### src/rtl/digit_scan_ctrl_pkg.sv
// Shared types and sizing helpers for the digit scan controller.
// Optional DIGIT_MASK_EN feature is handled in digit_scan_ctrl.
package scan_pkg;

   typedef enum logic [1:0] {IDLE, BLANK, ON} state_t;

   localparam int SEL_W = 3;
   localparam int NIB_W = 4;
   localparam int MAX_DIGITS = 8;

   function automatic int timer_width(input int clk_div, input int blank_cycles);
      int m;
      m = (clk_div > blank_cycles) ? clk_div : blank_cycles;
      return $clog2(m + 1);
   endfunction

endpackage

### src/rtl/digit_scan_ctrl_timer.sv
// Loadable down-counter with terminal-count flag; saturates at zero.
module scan_timer #(
   parameter int W = 4
) (
   input  logic         clk_i,
   input  logic         rst_i,
   input  logic         load_i,
   input  logic [W-1:0] load_val_i,
   output logic         tc_o
);

   logic [W-1:0] count_q;

   always_ff @(posedge clk_i or posedge rst_i) begin
      if (rst_i) begin
         count_q <= '0;
      end else if (load_i) begin
         count_q <= load_val_i;
      end else if (count_q != '0) begin
         count_q <= count_q - 1'b1;
      end
   end

   assign tc_o = (count_q == '0);

endmodule

### src/rtl/digit_scan_ctrl.sv
// Multiplexed display scanner driving a 3:8 decoder with blanking between slots.
// Define DIGIT_MASK_EN to add mask_i, which suppresses en_o for masked digits.
module digit_scan_ctrl
   import scan_pkg::*;
#(
   parameter int CLK_DIV      = 1000,
   parameter int BLANK_CYCLES = 16,
   parameter int NUM_DIGITS   = 8
) (
   input  logic                      clk_i,
   input  logic                      rst_i,
   input  logic                      run_i,
   input  logic [4*NUM_DIGITS-1:0]   digit_data_i,
`ifdef DIGIT_MASK_EN
   input  logic [NUM_DIGITS-1:0]     mask_i,
`endif
   output logic [SEL_W-1:0]          sel_o,
   output logic                      en_o,
   output logic [NIB_W-1:0]          nibble_o,
   output logic                      frame_o
);

   localparam int TW = timer_width(CLK_DIV, BLANK_CYCLES);
   localparam bit NO_BLANK = (BLANK_CYCLES == 0);
   localparam int C_LOAD = CLK_DIV - 1;
   localparam int B_LOAD = NO_BLANK ? 0 : BLANK_CYCLES - 1;

   state_t            state_q;
   logic [SEL_W-1:0]  sel_q;
   logic              en_q;
   logic [NIB_W-1:0]  nib_q;
   logic              frame_q;

   logic              tmr_load;
   logic [TW-1:0]     tmr_val;
   logic              tmr_tc;

   // Padded to the full decoder range so a 3-bit select always indexes cleanly.
   logic [NIB_W-1:0]       nib_arr [MAX_DIGITS];
   logic [MAX_DIGITS-1:0]  digit_on;

   generate
      for (genvar gi = 0; gi < MAX_DIGITS; gi++) begin : g_digit
         if (gi < NUM_DIGITS) begin : g_used
            assign nib_arr[gi] = digit_data_i[NIB_W*gi +: NIB_W];
`ifdef DIGIT_MASK_EN
            assign digit_on[gi] = ~mask_i[gi];
`else
            assign digit_on[gi] = 1'b1;
`endif
         end else begin : g_unused
            assign nib_arr[gi]  = '0;
            assign digit_on[gi] = 1'b0;
         end
      end
   endgenerate

   logic              sel_last;
   logic [SEL_W-1:0]  sel_inc;

   assign sel_last = (sel_q == SEL_W'(NUM_DIGITS - 1));
   assign sel_inc  = sel_last ? '0 : sel_q + 1'b1;

   always_comb begin
      tmr_load = 1'b0;
      tmr_val  = TW'(C_LOAD);
      case (state_q)
         IDLE: begin
            if (run_i) begin
               tmr_load = 1'b1;
               tmr_val  = NO_BLANK ? TW'(C_LOAD) : TW'(B_LOAD);
            end
         end
         BLANK: begin
            if (run_i && tmr_tc) begin
               tmr_load = 1'b1;
               tmr_val  = TW'(C_LOAD);
            end
         end
         ON: begin
            if (run_i && tmr_tc) begin
               tmr_load = 1'b1;
               tmr_val  = NO_BLANK ? TW'(C_LOAD) : TW'(B_LOAD);
            end
         end
         default: begin
            tmr_load = 1'b0;
         end
      endcase
   end

   scan_timer #(.W(TW)) u_timer (
      .clk_i      (clk_i),
      .rst_i      (rst_i),
      .load_i     (tmr_load),
      .load_val_i (tmr_val),
      .tc_o       (tmr_tc)
   );

   always_ff @(posedge clk_i or posedge rst_i) begin
      if (rst_i) begin
         state_q <= IDLE;
         sel_q   <= '0;
         en_q    <= 1'b0;
         nib_q   <= '0;
         frame_q <= 1'b0;
      end else begin
         frame_q <= 1'b0;
         case (state_q)
            IDLE: begin
               if (run_i) begin
                  sel_q   <= '0;
                  nib_q   <= nib_arr[0];
                  state_q <= NO_BLANK ? ON : BLANK;
                  en_q    <= NO_BLANK && digit_on[0];
               end
            end
            BLANK: begin
               if (!run_i) begin
                  state_q <= IDLE;
                  sel_q   <= '0;
                  en_q    <= 1'b0;
               end else if (tmr_tc) begin
                  state_q <= ON;
                  en_q    <= digit_on[sel_q];
               end
            end
            ON: begin
               if (!run_i) begin
                  state_q <= IDLE;
                  sel_q   <= '0;
                  en_q    <= 1'b0;
               end else if (tmr_tc) begin
                  sel_q   <= sel_inc;
                  nib_q   <= nib_arr[sel_inc];
                  frame_q <= sel_last;
                  state_q <= NO_BLANK ? ON : BLANK;
                  en_q    <= NO_BLANK && digit_on[sel_inc];
               end else begin
                  // Mask is re-evaluated every cycle of the lit period.
                  en_q <= digit_on[sel_q];
               end
            end
            default: begin
               state_q <= IDLE;
               en_q    <= 1'b0;
            end
         endcase
      end
   end

   assign sel_o    = sel_q;
   assign en_o     = en_q;
   assign nibble_o = nib_q;
   assign frame_o  = frame_q;

endmodule

### config.mk
export PLATFORM = sky130hd
export DESIGN_NAME = digit_scan_ctrl
export DESIGN_NICKNAME = d
export VERILOG_FILES = /design/src/rtl/digit_scan_ctrl_pkg.sv /design/src/rtl/digit_scan_ctrl_timer.sv /design/src/rtl/digit_scan_ctrl.sv
export SDC_FILE = /design/constraint.sdc
export NUM_CORES = 1
export LEC_CHECK = 0
export BUFFER_PORTS_ARGS = -buffer_cell sky130_fd_sc_hd__buf_2
export CAP_MARGIN = 25
export CORE_MARGIN = 2
export CORE_UTILIZATION = 48
export CTS_BUF_LIST = sky130_fd_sc_hd__clkbuf_8
export CTS_CLUSTER_SIZE = 25
export DETAILED_ROUTE_END_ITERATION = 8
export GPL_ROUTABILITY_DRIVEN = 1
export PLACE_DENSITY = 0.84
export SYNTH_ARGS = -nofsm -noshare
export SYNTH_HDL_FRONTEND = slang
export SYNTH_SLANG_ARGS = --single-unit
### constraint.sdc
create_clock -name clk_i -period 4.8 [get_ports clk_i]
set_clock_uncertainty 0.15 [all_clocks]
set_input_delay 0.48 -clock clk_i [delete_from_list [all_inputs] [get_ports clk_i]]
set_output_delay 0.48 -clock clk_i [all_outputs]
set_load 0.1 [all_outputs]
Word-level counts from Yosys, hierarchy flattened
Memory sizes are Yosys's and may differ from the RTL's.
Cells that the tools add are included.
{ "classes": {"n_addsub": 2, "multipliers": 0, "n_div": 0, "order_cmp": 2, "eq_ne": 9, "shifts": 0, "mux": 37, "bitwise": 1, "reduce_logical": 12} }
{ "ops": {"columns": ["operator", "count"], "rows": [
  ["10-bit 2-to-1 mux", 4],
  ["4-bit 2-to-1 mux", 5],
  ["10-bit case mux with 2 select lines", 1],
  ["3-bit 2-to-1 mux", 5],
  ["4-bit binary-select mux with 3-bit select", 1],
  ["1-bit 2-to-1 mux", 11],
  ["10-bit logical NOT", 1],
  ["2-bit 2-to-1 mux", 5],
  ["10-bit nonzero test", 1],
  ["10-bit by 1-bit subtractor with 10-bit output, second input constant", 1],
  ["3-bit case mux with 3 select lines", 1],
  ["2-bit != test, second input constant", 4],
  ["4-bit case mux with 2 select lines", 1],
  ["4-bit AND reduction", 2],
  ["3-bit != test, second input constant", 2],
  ["2-bit case mux with 3 select lines", 1],
  ["4-bit greater-or-equal comparator, second input constant", 1],
  ["3-bit by 4-bit < comparator with 1-bit output, second input constant", 1],
  ["3-bit inverter with 4-bit output", 1],
  ["2-bit nonzero test", 2],
  ["3-bit by 1-bit adder with 3-bit output, second input constant", 1],
  ["3-bit == test, second input constant", 1],
  ["1-bit case mux with 3 select lines", 1],
  ["3-bit AND reduction", 1],
  ["other kinds (8)", 8]
]} }
{ "word_totals": {"ff_bits": 21, "latchBits": 0, "mem_bits_rw": 0, "rom_bits": 8, "in_bits": 35, "out_inout_bits": 9, "wordCells": 70, "n_memories": 1} }
{ "mem_list": {"columns": ["name", "words", "word_bits", "rd", "rd_ports_with_merged_regs", "wr", "line", "rtl"], "rows": [
  ["(name not given)", 8, 1, 1, 0, 0, "digit_scan_ctrl.sv:141", "en_q <= digit_on[sel_q];"]
]} }

Depth between registers and ports, before layout
{ "logic_depth": {"word_depth": 9, "mapped_depth": 8, "ltp_nobuf": 7} }

Hierarchy
Synthesis repeated with hierarchy kept, for this count alone.
{ "unflattened": {"hier_cells": 193, "hier_area_um2": 1701.6} }
{ "modules_own_cells": {"columns": ["mod", "instances", "cells_each", "area_each_um2", "seq_area_each_um2"], "rows": [
  ["digit_scan_ctrl", 1, 117, 1008.5, 275.3],
  ["scan_timer", 1, 76, 693.2, 250.2]
]} }

Worst setup path after synthesis
No wires, ideal clock.
{ "synth_timing": {"kind": "register to register", "startpoint": "register sel_q[0], in the netlist sel_o[0]", "endpoint": "register nib_q[0], in the netlist nibble_o[0]", "t_arrival_ps": 2610, "slack_ps": 1912, "path_stages_with_launch": 8, "path_buffers": 1, "cell_sequence": "dfrtp_1 > ha_1 > ha_1 > buf_2 > mux4_2 > mux2i_1 > a21oi_1 > mux2_1"} }
{ "synth_between": {"elab_chain_cells": 9, "word_cells_on_any_way": 10, "cone_classes": "1 x add/sub; 1 x eq/ne; 7 x mux; 1 x bitwise"} }
{ "synth_lines": {"columns": ["item", "line", "rtl"], "rows": [
  ["from (decl)", "digit_scan_ctrl.sv:29", "logic [SEL_W-1:0] sel_q;"],
  ["from (signal assigned)", "digit_scan_ctrl.sv:134", "sel_q <= sel_inc;"],
  ["3-bit by 1-bit adder with 3-bit output or 3-bit == test (tied branches)", "digit_scan_ctrl.sv:62, digit_scan_ctrl.sv:61", null],
  ["3-bit 2-to-1 mux *", "digit_scan_ctrl.sv:62", "assign sel_inc = sel_last ? '0 : sel_q + 1'b1;"],
  ["3-bit inverter with 4-bit output (not written as such) *", "digit_scan_ctrl.sv:135", "nib_q <= nib_arr[sel_inc];"],
  ["4-bit binary-select mux with 3-bit select *", "digit_scan_ctrl.sv:135", null],
  ["4-bit 2-to-1 mux (not written as such) * (2 in a row)", "digit_scan_ctrl.sv:135", null],
  ["4-bit 2-to-1 mux *", "digit_scan_ctrl.sv:133", "end else if (tmr_tc) begin"],
  ["4-bit 2-to-1 mux *", "digit_scan_ctrl.sv:129", "if (!run_i) begin"],
  ["4-bit case mux with 2 select lines *", "digit_scan_ctrl.sv:109", "case (state_q)"],
  ["to (signal assigned)", "digit_scan_ctrl.sv:113", "nib_q <= nib_arr[0];"],
  ["to (signal assigned)", "digit_scan_ctrl.sv:135", null],
  ["to (decl)", "digit_scan_ctrl.sv:31", "logic [NIB_W-1:0] nib_q;"]
]} }
Every way passes the cells marked *; elsewhere a longest branch is shown, timed or not. The select of a mux whose other input is x is not followed.
A chain may end at the register's enable or synchronous reset.

Final worst setup path
Same ends and word-level chain as after synthesis.

==> impl.org <==
** Timing
- RSZ-0062 raised after global routing :: no
- The count of final max-slew check failures was 0.
- Final-layout setup total negative slack :: 0 ns
- In this run the tightest slew margin relative to its limit is 47.6%.
- The worst path uses 54.1% of the clock period.
- # setup viols final :: 0
- Post-layout min period :: 2.59 ns
- Derived from the worst setup path, the maximum achievable clock frequency is 385 MHz.
- Worst Tran Pin Value :: 0.786 ns
- The final count of hold timing violations is 0.

** Power and ir drop
- In this run the static leakage power is 0.873 nW.
- For this design the ratio of total power to cell area is 419 nW/um^2.
- The worst-case IR drop observed on VDD is 0.251 mV.

** Logic synthesis
- After synthesis the netlist holds a flip-flop and latch count of 21.
- Yosys mapped a number of flops with a built-in enable equal to 0.
- In the synthesized netlist the async set-or-reset flop fraction comes to 100%.
- Net count after synthesis :: 199
- The synthesized netlist occupies a cell area of 1590 um^2.
- Gate count of the mapped netlist :: 157
- Sequential elements use 33.1% of the synthesized area.
- Number of warning messages in the yosys log :: 0
- A synthesized cell averages 10.1 um^2.
- For this run, the leading register cell type out of synthesis is sky130_fd_sc_hd__dfrtp_1.
- Yosys cell types :: 45

** Drt
- Dividing the detail-routed via count by the number of cells gives 5.70.
- In the routed design, unresolved DRC markers number 0.
- The final layout contains routed wiring with a total length of 3.33 mm.
- Once detail routing completed, the nets flagged for antenna violations numbered 0.
- Number of DRC markers in iteration 0 :: 71
- After detailed routing, the average wire length per cell comes to 13.9 um.
- Number of optimization iterations in the first detailed-route pass :: 4
- Across all layers, the routed design uses 1369 vias.

** Global routing
- Number of antenna violations at the first check in global routing :: 0
- Entering global routing, the biggest net connects 22 pins.
- Number of global-route vias before repair :: 1399
- Global routing used 21.2% of the available tracks.
- Remaining global-route overflow :: 0
- First-pass GRT wire length :: 5.85 mm

** Clock network
- For the worst-skew pair, the clock arrives at the later sink with an insertion delay of 0.27 ns.
- Gates resized during post-CTS repair numbered 0.
- In this run the number of H-tree levels came out at 1.
- CTS placed an instance of sky130_fd_sc_hd__clkbuf_8 at the clock tree root.
- Clock tree from TritonCTS :: done
- CTS Hold Bufs :: 0
- In this run the post-CTS setup repair buffer count came out at 0.
- The tree built by TritonCTS fans out to 21 sinks.
- Total CTS buffers :: 3
- Counting along the longest clock path gives a buffer depth of 2.
- Register clock-pin slew on the reported worst setup and hold paths :: 0.07 ns

** Status
- Status :: completed

** Floorplanning
- Vert. Die Dim :: 61.5 um
- 44 I/O pins were placed.
- Chip width :: 61.5 um
- Core Area :: 3100 um^2
- Initial Utilization :: 51.1%
- Core Rows :: 20
- The die covers 3780 um^2.

** Setup path
- Crit Path Category :: reg -> reg
- Slack of the worst reg-to-reg path :: 2.21 ns
- Worst Setup End Kind :: flip-flop
- In this design, the stage delay of the slowest critical-path cell is 0.58 ns.
- Crit path cell chain :: ha_1, ha_1, mux4_2, mux2i_1, a21oi_1, mux2_1
- Kind of launch point of the worst setup path :: flip-flop
- Peak fanout along the critical path :: 9
- Most common cell type on the critical path :: sky130_fd_sc_hd__ha_1
- Data required time of the critical path :: 4.80 ns
- On the critical path, the stage with the largest delay is an instance of sky130_fd_sc_hd__ha_1.
- Data on the critical path arrives at its endpoint at 2.60 ns.

** Place
- Summed over all nets, the half-perimeter wirelength after detailed placement is 2.64 mm.
- Final RePlAce weighted congestion :: 0.897
- Placed Instances :: 236
- Port-buffer cells :: 43

** Cells and area
- Area taken by multi-input logic gates :: 983 um^2
- Footprint of the flip-flops and latches :: 526 um^2
- Fraction of layout instances using a drive strength above 1 :: 32.1%
- Layout filler cell count :: 278
- Final cell count without fillers :: 240
- After the last flow step, the layout net total stands at 239.
- 0 antenna diodes ended up in the layout.
- The area growth from synthesis to layout is 17.1%.

** Min path
- Worst min-delay path category :: in -> async

** Flow run
- Across the run, the number of max-cap violations was 0.
==> cell type report <==
type	count	area share, %
Multi-Input combinational cell	119	52.9
Inverter	9	1.82
Tap cell	44	2.96
Clock inverter	1	0.202
Clock buffer	3	2.22
Timing Repair Buffer	43	11.6
Sequential cell	21	28.3
==> cell families (layout without fill, tap and decap cells) <==
family	Yosys count	after routing	synth area share, %
simple gates	49	49	19.3
compound gates	41	41	16.2
flops	21	21	33.1
mux	18	18	18.8
buf+inv	17	56	4.89
fa+ha+maj	7	7	5.52
xor+xnor	4	4	2.21
==> layout by cell type (no fill, tap or decap), types with 2 or more instances in the layout <==
| cell | instances |
|---|---|
| sky130_fd_sc_hd__buf_2 | 43 |
| sky130_fd_sc_hd__dfrtp_1 | 21 |
| sky130_fd_sc_hd__a21oi_1 | 14 |
| sky130_fd_sc_hd__nand2_1 | 11 |
| sky130_fd_sc_hd__o21ai_0 | 11 |
| sky130_fd_sc_hd__inv_1 | 10 |
| sky130_fd_sc_hd__nor2_1 | 9 |
| sky130_fd_sc_hd__mux4_2 | 8 |
| sky130_fd_sc_hd__ha_1 | 7 |
| sky130_fd_sc_hd__nor3_1 | 6 |
| sky130_fd_sc_hd__mux2i_1 | 5 |
| sky130_fd_sc_hd__mux2_1 | 4 |
| sky130_fd_sc_hd__nand2b_1 | 3 |
| sky130_fd_sc_hd__a22o_1 | 3 |
| sky130_fd_sc_hd__o31ai_1 | 3 |
| sky130_fd_sc_hd__o211ai_1 | 3 |
| sky130_fd_sc_hd__clkbuf_8 | 3 |
| sky130_fd_sc_hd__and4_2 | 2 |
| sky130_fd_sc_hd__and3_1 | 2 |
| sky130_fd_sc_hd__and2_1 | 2 |
| sky130_fd_sc_hd__xnor2_1 | 2 |
| sky130_fd_sc_hd__or3_1 | 2 |
| sky130_fd_sc_hd__xor2_1 | 2 |
| sky130_fd_sc_hd__nor4_1 | 2 |
==> through the flow <==
| step | instance area (um^2) | total power, mW | utilization, % | hold slack [ns] | setup WS [ns] |
|---|---|---|---|---|---|
| 5_1_grt | 1860 | 0.834 | 59.9 | 0.300 | 2.04 |
| 3_5_place_dp | 1810 | 0.665 | 58.4 | 0.328 | 2.21 |
| 3_3_place_gp | 1810 | 0.657 | 58.4 | 0.320 | 2.29 |
| 2_1_floorplan | 1590 | 0.587 | - | 0.307 | 1.91 |
| 6_report | 1860 | 0.779 | 59.9 | 0.199 | 2.21 |
| 4_1_cts | 1860 | 0.782 | 59.9 | 0.237 | 2.20 |
==> Yosys cell counts, types with 2 or more instances <==
cell | number | share of area, %
sky130_fd_sc_hd__nand2_1 | 11 | 2.6
sky130_fd_sc_hd__nand2b_1 | 3 | 1.2
sky130_fd_sc_hd__and4_2 | 2 | 1.3
sky130_fd_sc_hd__xnor2_1 | 2 | 1.1
sky130_fd_sc_hd__buf_4 | 2 | 0.95
sky130_fd_sc_hd__o21ai_0 | 11 | 3.5
sky130_fd_sc_hd__clkbuf_1 | 3 | 0.71
sky130_fd_sc_hd__o211ai_1 | 3 | 1.4
sky130_fd_sc_hd__mux2_1 | 4 | 2.8
sky130_fd_sc_hd__and2_1 | 2 | 0.79
sky130_fd_sc_hd__and3_1 | 2 | 0.79
sky130_fd_sc_hd__inv_1 | 9 | 2.1
sky130_fd_sc_hd__ha_1 | 7 | 5.5
sky130_fd_sc_hd__mux4_2 | 8 | 11
sky130_fd_sc_hd__xor2_1 | 2 | 1.1
sky130_fd_sc_hd__nor2_1 | 9 | 2.1
sky130_fd_sc_hd__or3_1 | 2 | 0.79
sky130_fd_sc_hd__dfrtp_1 | 21 | 33
sky130_fd_sc_hd__a21oi_1 | 14 | 4.4
sky130_fd_sc_hd__nor3_1 | 6 | 1.9
sky130_fd_sc_hd__a22o_1 | 3 | 1.7
sky130_fd_sc_hd__o31ai_1 | 3 | 1.4
sky130_fd_sc_hd__nor4_1 | 2 | 0.79
sky130_fd_sc_hd__mux2i_1 | 5 | 3.2
==> worst max-delay path, delay by kind of cell, from the launching register on <==
kind / cells / cell delay, ns
multiplexers: 3 / 1.04
adder cells (fa/ha/maj): 2 / 0.79
flip-flops: 1 / 0.41
AO/OA/AOI/OAI: 1 / 0.09
==> path summary, 6_finish.rpt <==
check / start / to / depth (start not counted)
max: sel_o[0] / nibble_o[0] / 6
min: rst_i / nibble_o[0] / 2
max reg2reg: sel_o[0] / nibble_o[0] / 6
min reg2reg: nibble_o[0] / nibble_o[0] / 1
max in group asynchronous: rst_i / u_timer.count_q[3] / 2
min in group clk_i: nibble_o[0] / nibble_o[0] / 1
==> report_power, final <==
group	switching (mW)	total [mW]	internal, mW
registers	0.0499	0.272	0.222
clock network	0.0582	0.115	0.0572
logic	0.270	0.391	0.121
==> routing by layer <==
metal | GRT usage [%] | vias up | part of all wire (%)
li1 | - | 664 | -
met1 | 25.1 | 649 | 43
met2 | 37.9 | 49 | 49
met3 | 2.73 | 7 | 5.0
met4 | 10.0 | 0 | 2.6
met5 | 0 | - | 0
==> flip-flops by register name, indices dropped and copies added (netlist names) <==
name / count
u_timer.count_q: 10
frame_o: 1
en_o: 1
nibble_o: 4
sel_o: 3
state_q: 2
No activity file was read; power rests on OpenSTA's default activity.
